File: config.mk
export PLATFORM = sky130hd
export DESIGN_NAME = uart_rx_flat
export DESIGN_NICKNAME = d
export VERILOG_FILES = /design/src/rtl/uart_rx_if.sv /design/src/rtl/uart_rx.sv /design/src/flat_wrapper.sv
export SDC_FILE = /design/constraint.sdc
export NUM_CORES = 1
export LEC_CHECK = 0
export BUFFER_PORTS_ARGS = -buffer_cell sky130_fd_sc_hd__buf_2
export CAP_MARGIN = 20
export CORE_MARGIN = 8
export CORE_UTILIZATION = 28
export DETAILED_ROUTE_END_ITERATION = 6
export GPL_TIMING_DRIVEN = 0
export SETUP_SLACK_MARGIN = 0.15
export SYNTH_ARGS = -nofsm -noshare
export SYNTH_HDL_FRONTEND = slang
export SYNTH_SLANG_ARGS = --single-unit
export TNS_END_PERCENT = 10
File: constraint.sdc
create_clock -name clk -period 5.3 [get_ports clk]
set_input_delay 1.59 -clock clk [delete_from_list [all_inputs] [get_ports clk]]
set_output_delay 1.59 -clock clk [all_outputs]
set_load 0.01 [all_outputs]
File: src/rtl/uart_rx_if.sv
// Byte-side handshake of the 8N1 receiver: data/strobes out, acknowledge in.
interface uart_rx_if;
    logic [7:0] rx_data;
    logic       rx_valid;
    logic       rx_ack;
    logic       frame_err;
    logic       overrun;
    logic       rx_busy;

    modport master (
        output rx_data, rx_valid, frame_err, overrun, rx_busy,
        input  rx_ack
    );
    modport slave (
        input  rx_data, rx_valid, frame_err, overrun, rx_busy,
        output rx_ack
    );
endinterface

File: src/rtl/uart_rx.sv
// 8N1 UART receiver: 2-flop input synchronizer, mid-bit sampling, one-cycle
// valid/frame_err strobes, pending flag with sticky overrun.
module uart_rx #(
    parameter int unsigned CLKS_PER_BIT = 16
) (
    input  logic clk,
    input  logic rst_n,
    input  logic rxd,
    uart_rx_if.master bus
);
    typedef enum logic [1:0] {IDLE, START, DATA, STOP} state_e;

    localparam logic [15:0] HALF = 16'((CLKS_PER_BIT - 1) / 2);
    localparam logic [15:0] LAST = 16'(CLKS_PER_BIT - 1);

    state_e      state_q;
    logic        sync1_q, sync2_q;
    logic [15:0] clk_cnt_q;
    logic [2:0]  bit_idx_q;
    logic [7:0]  shreg_q;
    logic [7:0]  rx_data_q;
    logic        rx_valid_q, frame_err_q, overrun_q, rx_busy_q;
    logic        pending_q, ovr_chk_q;
    logic        rxd_s;

    assign rxd_s = sync2_q;

    always_ff @(posedge clk) begin
        if (!rst_n) begin
            state_q     <= IDLE;
            sync1_q     <= 1'b1;
            sync2_q     <= 1'b1;
            clk_cnt_q   <= '0;
            bit_idx_q   <= '0;
            shreg_q     <= '0;
            rx_data_q   <= '0;
            rx_valid_q  <= 1'b0;
            frame_err_q <= 1'b0;
            overrun_q   <= 1'b0;
            rx_busy_q   <= 1'b0;
            pending_q   <= 1'b0;
            ovr_chk_q   <= 1'b0;
        end else begin
            sync1_q     <= rxd;
            sync2_q     <= sync1_q;
            rx_valid_q  <= 1'b0;
            frame_err_q <= 1'b0;

            // The overrun verdict is taken at the end of the strobe cycle, so an
            // ack coinciding with rx_valid retires the old byte; the new one stays pending.
            if (rx_valid_q) begin
                if (ovr_chk_q && !bus.rx_ack) overrun_q <= 1'b1;
                pending_q <= 1'b1;
            end else if (bus.rx_ack) begin
                pending_q <= 1'b0;
            end

            case (state_q)
                IDLE: begin
                    clk_cnt_q <= '0;
                    bit_idx_q <= '0;
                    if (!rxd_s) begin
                        state_q   <= START;
                        rx_busy_q <= 1'b1;
                    end
                end
                START: begin
                    if (clk_cnt_q == HALF) begin
                        clk_cnt_q <= '0;
                        if (rxd_s) begin
                            state_q   <= IDLE;
                            rx_busy_q <= 1'b0;
                        end else begin
                            state_q <= DATA;
                        end
                    end else begin
                        clk_cnt_q <= clk_cnt_q + 16'd1;
                    end
                end
                DATA: begin
                    if (clk_cnt_q == LAST) begin
                        clk_cnt_q <= '0;
                        shreg_q   <= {rxd_s, shreg_q[7:1]};
                        if (bit_idx_q == 3'd7) begin
                            bit_idx_q <= '0;
                            state_q   <= STOP;
                        end else begin
                            bit_idx_q <= bit_idx_q + 3'd1;
                        end
                    end else begin
                        clk_cnt_q <= clk_cnt_q + 16'd1;
                    end
                end
                STOP: begin
                    if (clk_cnt_q == LAST) begin
                        clk_cnt_q <= '0;
                        state_q   <= IDLE;
                        rx_busy_q <= 1'b0;
                        if (rxd_s) begin
                            rx_data_q  <= shreg_q;
                            rx_valid_q <= 1'b1;
                            ovr_chk_q  <= pending_q && !bus.rx_ack;
                        end else begin
                            frame_err_q <= 1'b1;
                        end
                    end else begin
                        clk_cnt_q <= clk_cnt_q + 16'd1;
                    end
                end
                default: state_q <= IDLE;
            endcase
        end
    end

    assign bus.rx_data   = rx_data_q;
    assign bus.rx_valid  = rx_valid_q;
    assign bus.frame_err = frame_err_q;
    assign bus.overrun   = overrun_q;
    assign bus.rx_busy   = rx_busy_q;
endmodule

File: src/flat_wrapper.sv
// flat-port wrapper written by rule: the top's interface ports become plain ports
module uart_rx_flat 
#(
    parameter int unsigned CLKS_PER_BIT = 16
)
  (clk, rst_n, rxd, bus_rx_data, bus_rx_valid, bus_frame_err, bus_overrun, bus_rx_busy, bus_rx_ack);
  uart_rx_if bus_i ();
  input  logic clk;
  input  logic rst_n;
  input  logic rxd;
  output wire logic [$bits(bus_i.rx_data)-1:0] bus_rx_data;
  output wire logic [$bits(bus_i.rx_valid)-1:0] bus_rx_valid;
  output wire logic [$bits(bus_i.frame_err)-1:0] bus_frame_err;
  output wire logic [$bits(bus_i.overrun)-1:0] bus_overrun;
  output wire logic [$bits(bus_i.rx_busy)-1:0] bus_rx_busy;
  input wire logic [$bits(bus_i.rx_ack)-1:0] bus_rx_ack;
  assign bus_rx_data = bus_i.rx_data;
  assign bus_rx_valid = bus_i.rx_valid;
  assign bus_frame_err = bus_i.frame_err;
  assign bus_overrun = bus_i.overrun;
  assign bus_rx_busy = bus_i.rx_busy;
  assign bus_i.rx_ack = bus_rx_ack;
  uart_rx #(.CLKS_PER_BIT(CLKS_PER_BIT)) u_core (.clk(clk), .rst_n(rst_n), .rxd(rxd), .bus(bus_i));
endmodule
* Yosys cells after proc, flatten, opt, wreduce, memory -nomap -nowiden
Cells that the tools add are included.
Widths: inputs -> output; s select.
** Cells by class
- Add/subtract/negate cells :: 2
- Eq/ne operators :: 12
- Mux-type cells :: 22
- Reduce and logical (&&, ||, !) cells :: 15
** Operators by type and width (count)
- $pmux 16 s3 :: 1
- $mux 16 :: 2
- $add 16x1->16 const B :: 1
- $eq 16x3->1 const B :: 1
- $eq 16x4->1 const B :: 1
- $mux 2 :: 6
- $ne 2x1->1 const B :: 5
- $reduce_and 5->1 :: 2
- $mux 1 :: 8
- $pmux 2 s4 :: 1
- $mux 3 :: 2
- $pmux 3 s2 :: 1
- $reduce_and 2->1 :: 3
- $reduce_and 3->1 :: 2
- $eq 2x2->1 const B :: 2
- $reduce_bool 2->1 :: 2
- $add 3x1->3 const B :: 1
- $eq 3x3->1 const B :: 1
- $pmux 1 s3 :: 1
- $reduce_bool 3->1 :: 1
- $eq 2x1->1 const B :: 1
- $logic_and 1x1->1 :: 2
- $logic_not 2->1 :: 1
- $ne 2x2->1 const B :: 1
- other kinds (2) :: 2
** Storage, ports and cells
- Register bits :: 45

* Logic depth before layout (Yosys ltp)
Gate-level depths: netlist of the first run.
- Depth in word-level cells :: 4
- Gate-level depth with buffers :: 7
- Mapped depth without buffers :: 5

* Worst setup path after synthesis of the first run
OpenSTA, ideal clock, no wires.
- Path kind :: input port to flip-flop
- Start :: input rst_n
- End :: register (tool-made name)
- Library setup time :: 132 ps
- Arrival :: 2282 ps
- Setup slack :: 2886 ps
- Stages on the path :: 4
- Buffers on the path :: 2
- Cells stage by stage :: inv_1 -> clkbuf_1 -> clkbuf_1 -> a21oi_1
** RTL lines
- start: declaration :: RTL line flat_wrapper.sv:9 : input logic rst_n;

* Worst setup path in the final report of the first run
- Start :: input rst_n
- End :: register u_core.rx_data_q[4] (netlist: u_core.bus.rx_data[4])
** RTL lines
- end signal: assignment :: RTL line uart_rx.sv:100 : rx_data_q <= shreg_q;
- end: declaration :: RTL line uart_rx.sv:21 : logic [7:0] rx_data_q;
No word-level cell between the ends.

==> impl_metrics.py, run 1 <==
metrics = {
    "pwr": {
        "power_density_nw_per_um2": 281.1,
        "leakage_nw": 0.7286,
        "ir_drop_mv": 0.1333,
    },
    "worst_hold_path": {
        "hold_path.class": "reg -> reg",
        "hold_path.startpoint": "u_core.sync1_q",
    },
    "drt": {
        "drt_pre_antenna_iters": 4,
        "wl_per_cell_um": 12.53,
        "via_count": 1720,
        "drt_iter0_drc": 126,
        "drtAntennaViolNets": 0,
        "vias_per_cell": 5.000,
        "drcViolationCount": 0,
        "route.final.wire_length_mm": 4.310,
    },
    "finish": {
        "area_growth_syn_to_layout_pct": 15.81,
        "finalNetCount": 254,
        "antenna_cells": 0,
        "drive_above_1_share_pct": 13.71,
        "final_cells": 344,
    },
    "clock_network": {
        "clock-sinks": 45,
        "cts_setup_buffers": 0,
        "clock_latency_ns": 0.29,
        "cts_hold_buf": 0,
        "cts_tree": "built",
        "cts-root-buf": "clkbuf_8",
        "post_cts_resized": 0,
        "numCtsBuffers": 5,
        "htreeDepth": 2,
        "clock_path_buffers": 2,
        "path_clk_slew_ns": 0.08,
    },
    "logic_synthesis": {
        "syn_area_per_cell_um2": 8.758,
        "synth_top_area_share_pct": 45.71,
        "syn_area_um2": 1971,
        "syn-num-nets": 232,
        "yosysWarnings": 0,
        "syn_inst": 225,
        "synth_flop_cell": "dfxtp_1",
        "synth_cell_type_count": 37,
        "synth_edf_count": 0,
        "synth_seq_area_share_pct": 45.71,
        "synth_most_common_cell": "dfxtp_1",
        "ys_ff_latch": 45,
        "synth_common_cells": "dfxtp_1, o21ai_0, a21oi_1",
        "async_flop_share_pct": 0,
        "synth_top_area_cell": "dfxtp_1",
        "ys_top_cells_by_area": "dfxtp_1, o21ai_0, a21oi_1",
    },
    "placement": {
        "dp_slack_ns": 2.334,
        "routabilityCongestion": 0.7552,
        "io_buffers": 15,
        "placed_cells": 336,
        "dp_hpwl_mm": 2.922,
    },
    "critical_path": {
        "end_kind": "flip-flop",
        "path_class": "in -> reg",
        "crit_path_end": "u_core.bus.rx_data[4]",
        "reg2reg_slack_ns": 3.15,
        "worst_ep_arrival_time_ns": 2.76,
        "critPathMaxFanout": 10,
        "cp-startpoint": "rst_n",
        "timing.rr.end": "u_core.clk_cnt_q[8]",
        "cp.required_ns": 5.46,
        "crit-reg2reg-launch": "u_core.clk_cnt_q[10]",
        "start_kind": "input pin",
        "reg2reg_depth": 5,
    },
    "timing": {
        "fin_skew_ns": 0.006691,
        "setup_ws_ns": 2.699,
        "tns_ns": 0,
        "setup_viol": 0,
        "min_period_ns": 2.601,
        "fin_crit_sh_pct": 49.08,
        "hold_violations": 0,
        "drv_slew": 0,
        "max_slew_margin_pct": 60.07,
        "worst_slew_pin_slew_ns": 0.5934,
        "holdWs_ns": 0.4214,
        "max_freq_ghz": 0.3844,
        "rsz0062_at_grt": "false",
    },
    "grt": {
        "grt_max_degree": 14,
        "antenna_found_initial": 0,
        "grt_pass1_wl_mm": 7.272,
        "grt_overflow": 0,
        "grt_pass1_vias": 1591,
        "track_usage_pct": 8.870,
    },
    "job": {
        "drv_cap": 0,
    },
    "die": {
        "core_area_um2": 6794,
        "initial_utilization_pct": 29.01,
        "io_pins": 16,
        "row_count": 30,
        "die_x_um": 99.89,
        "die_h_um": 99.89,
        "dieArea_um2": 9978,
    },
    "outcome": {
        "status": "finished, final reports clean",
    },
}
[critical path, cell delays in order]
cell and delay, ns:
buf_2 0.15, inv_1 0.09, clkbuf_1 0.40, clkbuf_1 0.44, a21oi_1 0.08
[area by class of cell]
type	count	area [µm²]
inverters	5	18.77
clock inverters	1	30.03
fillers	690	4512
well taps	96	120.1
clock buffers	7	86.33
plain buffers	16	68.82
multi-input cells	159	982.2
flip-flops and latches	45	900.9
repair buffers	15	75.07
[registers in the layout, indices dropped and copies added (netlist names), named ones only]
| name | flops |
|---|---|
| u_core.ovr_chk_q | 1 |
| u_core.bus.rx_busy | 1 |
| u_core.state_q | 1 |
| u_core.bus.overrun | 1 |
| u_core.bus.frame_err | 1 |
| u_core.bit_idx_q | 3 |
| u_core.bus.rx_valid | 1 |
| u_core.sync1_q | 1 |
| u_core.shreg_q | 8 |
| u_core.bus.rx_data | 8 |
| u_core.clk_cnt_q | 16 |
| u_core.rxd_s | 1 |
| u_core.pending_q | 1 |
[power breakdown]
part / total, mW / internal (mW) / switching (mW)
clock: 0.263 / 0.154 / 0.110
combinational: 0.0351 / 0.00996 / 0.0252
sequential: 0.343 / 0.341 / 0.00177
total: 0.641 / 0.505 / 0.136
[cells in the final DEF (no fill, tap or decap), types with 8 or more instances in the layout]
cell,Yosys,layout
nand2_1,8,8
a21oi_1,21,21
buf_2,0,15
xnor2_1,10,10
nand4_1,13,13
o21ai_0,22,22
nor3_1,19,19
clkbuf_1,13,14
nand3_1,15,15
dfxtp_1,45,45
[worst min-delay path by stage]
stage / endpoint / depth (start not counted)
floorplan: u_core.rxd_s / 1
global placement: u_core.rxd_s / 1
detailed placement: u_core.rxd_s / 1
CTS: u_core.rxd_s / 1
global route: u_core.rxd_s / 1
finish: u_core.rxd_s / 1
[per-layer routing]
metal	wire length, µm	GRT usage [%]	share of wire, %	up-vias
li1	-	-	-	863
met1	2169	11.01	50	818
met2	1856	13.75	43	33
met3	187	2.284	4.3	6
met4	97	4.657	2.3	0
met5	0	0	0	-
[cell families (layout without fill, tap and decap cells)]
kind of cell	after synthesis	in the layout	synth area share, %
xor+xnor	13	13	5.778
flops	45	45	45.71
fa+ha+maj	3	3	1.905
simple gates	90	90	26.67
compound gates	50	50	13.97
mux	3	3	1.524
buf+inv	21	44	4.444
[per-stage QoR]
step                      total power, mW  instance area [µm²]  util (%)
final                              0.6415                 2282     33.59
after global placement             0.3864                 2166     31.88
after floorplan                    0.3751                 1971         -
after global routing               0.6698                 2282     33.59
after CTS                          0.6536                 2282     33.59
after detailed placement           0.3868                 2166     31.88
Note: power is estimated with default switching activity, not from simulation.
==> run 2, diff against run 1 <==
ABC_AREA = 1   (was default)
clock period = 2.6 ns   (was 5.3 ns; I/O delays follow)
==> run 2 against run 1 <==
  * Critical path depth grew 3
  * Combinational power grew to 2.6 times the previous value
  * Via count shrank 5.9%
  * Core utilization shrank 1.2 points
  * Die area grew 1.6%
  * First-iteration DRC count shrank 38%
  * Sequential share of layout area shrank 0.28 points
  * Clock power grew 64%
  * Clock skew grew 0.0061 ns
  * Sequential cell count is the same
==> impl_metrics.py, run 2 <==
metrics = {
    "logic_synthesis": {
        "synth_flop_cell": "dfxtp_1",
        "ys_ff_latch": 45,
        "synth_top_area_cell": "dfxtp_1",
        "yosysWarnings": 0,
        "synth_edf_count": 0,
        "synth_cell_type_count": 33,
        "syn_inst": 254,
        "syn_area_per_cell_um2": 7.906,
        "syn_area_um2": 2008,
        "synth_seq_area_share_pct": 44.86,
        "syn-num-nets": 261,
        "async_flop_share_pct": 0,
        "synth_most_common_cell": "nor2_1",
        "ys_top_cells_by_area": "dfxtp_1, nor2_1, nand2_1",
        "synth_top_area_share_pct": 44.86,
        "synth_common_cells": "nor2_1, dfxtp_1, nand2_1",
    },
    "finish": {
        "post-route-util_pct": 32.38,
        "area_growth_syn_to_layout_pct": 14.45,
        "regMostFlops": "u_core.clk_cnt_q",
        "antenna_cells": 0,
        "final_cells": 376,
        "regArea_um2": 900.9,
        "mostFrequentLayoutCell": "nor2_1",
        "num-fill-cells": 761,
        "multiInputGateArea_um2": 959.7,
        "drive_above_1_share_pct": 21.66,
        "finalNetCount": 283,
        "layout_common_cells": "nor2_1, dfxtp_1, nand2_1",
        "largest_reg_flops": 16,
    },
    "die": {
        "dieArea_um2": 10140,
        "initial_utilization_pct": 28.29,
        "io_pins": 16,
        "core_area_um2": 7098,
        "row_count": 31,
        "die_x_um": 100.7,
        "die_h_um": 100.7,
    },
    "drt": {
        "vias_per_cell": 4.303,
        "drt_pre_antenna_iters": 5,
        "routed-wl-met2_mm": 1.686,
        "drcViolationCount": 0,
        "route.met3.wl_um": 137,
        "wl_met1_mm": 1.882,
        "drtAntennaViolNets": 0,
        "route.final.wire_length_mm": 3.758,
        "via_count": 1618,
        "wl_per_cell_um": 9.995,
        "top_layer": "met4",
        "drt_iter0_drc": 78,
    },
    "job": {
        "drv_cap": 0,
    },
    "pwr": {
        "power_density_nw_per_um2": 534.6,
        "leakage_nw": 0.9578,
        "finalPower_mw": 1.229,
        "ir_drop_mv": 0.2217,
    },
    "critical_path": {
        "critPathMaxFanout": 8,
        "timing.rr.end": "u_core.shreg_q[0]",
        "worst_ep_arrival_time_ns": 1.81,
        "crit-reg2reg-launch": "u_core.clk_cnt_q[0]",
        "end_kind": "flip-flop",
        "cp.required_ns": 2.79,
        "reg2reg_depth": 8,
        "start_kind": "flip-flop",
        "reg2reg_slack_ns": 0.98,
        "path_class": "reg -> reg",
    },
    "grt": {
        "grt_overflow": 0,
        "antenna_found_initial": 0,
        "grt_pass1_vias": 1449,
        "grt_max_degree": 16,
        "track_usage_pct": 7.775,
        "grt_pass1_wl_mm": 6.403,
    },
    "worst_hold_path": {
        "hold_path_end": "u_core.rxd_s",
        "hold_path.startpoint": "u_core.sync1_q",
        "whs_path_depth": 1,
        "hold_path.class": "reg -> reg",
    },
    "clock_network": {
        "numCtsBuffers": 5,
        "cts_tree": "built",
        "cts_hold_buf": 0,
        "clock_path_buffers": 2,
        "clock_latency_ns": 0.30,
        "htreeDepth": 2,
        "post_cts_resized": 0,
        "path_clk_slew_ns": 0.09,
        "clock-sinks": 45,
        "cts_setup_buffers": 0,
        "cts-root-buf": "clkbuf_8",
    },
    "placement": {
        "routabilityCongestion": 0.8545,
        "placed_cells": 368,
        "io_buffers": 15,
        "dp_hpwl_mm": 2.805,
    },
    "timing": {
        "fin_skew_ns": 0.01283,
        "max_slew_margin_pct": 70.63,
        "worst_slew_pin_slew_ns": 0.4406,
        "min_period_ns": 1.621,
        "drv_slew": 0,
        "tns_ns": 0,
        "setup_viol": 0,
        "hold_violations": 0,
        "rsz0062_at_grt": "false",
        "fin_crit_sh_pct": 62.36,
        "max_freq_ghz": 0.6168,
    },
    "outcome": {
        "status": "finished, final reports clean",
    },
}
[run 2: changes by cell type after synthesis, sizes merged, moves of 4 or more]
cell,before,now
nor3,19,6
nor4,6,2
clkbuf,14,3
nor2,6,63
nand4,13,5
nand2b,4,0
inv,5,27
nor2b,4,0
a21oi,21,15
xnor2,10,2
nand2,8,32
[run 2: how the worst max path moves through the flow]
stage                                   start              endpoint  slack [ns]
final                     u_core.clk_cnt_q[0]     u_core.shreg_q[0]        0.98
after global routing      u_core.clk_cnt_q[0]    u_core.bus.rx_busy        0.79
after CTS                 u_core.clk_cnt_q[0]  u_core.clk_cnt_q[13]        0.97
after detailed placement                rst_n     u_core.shreg_q[5]        0.65
after global placement                  rst_n     u_core.shreg_q[4]        0.68
after floorplan                         rst_n     u_core.shreg_q[1]        1.11
[run 2: logic make-up (layout without fill, tap and decap cells)]
group	Yosys count	count (layout)	synth area share, %
xor+xnor	6	6	2.617
fa+ha+maj	3	3	1.869
compound gates	38	38	11.03
buf+inv	34	57	7.352
flops	45	45	44.86
simple gates	128	128	32.27
[run 2: routing by layer]
metal	global-route usage, %	vias up
met2	12.12	18
met3	2.486	5
met4	2.791	0
met1	9.743	725
li1	-	870
met5	0	-
[run 2: per-stage QoR]
stage               worst slack, ns  cell area, µm²  hold WS [ns]
global route                 0.7858            2298        0.4327
CTS                          0.9662            2298        0.4257
floorplan                     1.107            2008        0.3925
finish                       0.9788            2298        0.4200
global placement             0.6811            2207        0.4007
detailed placement           0.6530            2207        0.4054
[run 2: area by class of cell]
class / count / area share, %
buffer: 7 / 2.014
clock buffer: 5 / 2.994
clock inverter: 3 / 0.9799
inverter: 27 / 4.409
multi-input combinational: 175 / 41.75
sequential: 45 / 39.19
tap: 99 / 5.389
timing repair buffer: 15 / 3.266
[run 2: critical path: stages, from the launching register on]
cell and delay [ns]:
dfxtp_1 0.38, ha_1 0.24, nand3_2 0.14, nor2_4 0.17, nand2_4 0.11, nor2_2 0.12, inv_1 0.14, o21ai_0 0.17
a21oi_1 0.05
[run 2: power by group]
group / total (mW) / leakage, nW / switching [mW] / internal, mW
Combinational: 0.0904 / 0.546 / 0.0596 / 0.0308
Clock: 0.432 / 0.0481 / 0.241 / 0.191
Sequential: 0.707 / 0.363 / 0.00793 / 0.699
Total: 1.23 / 0.958 / 0.308 / 0.920
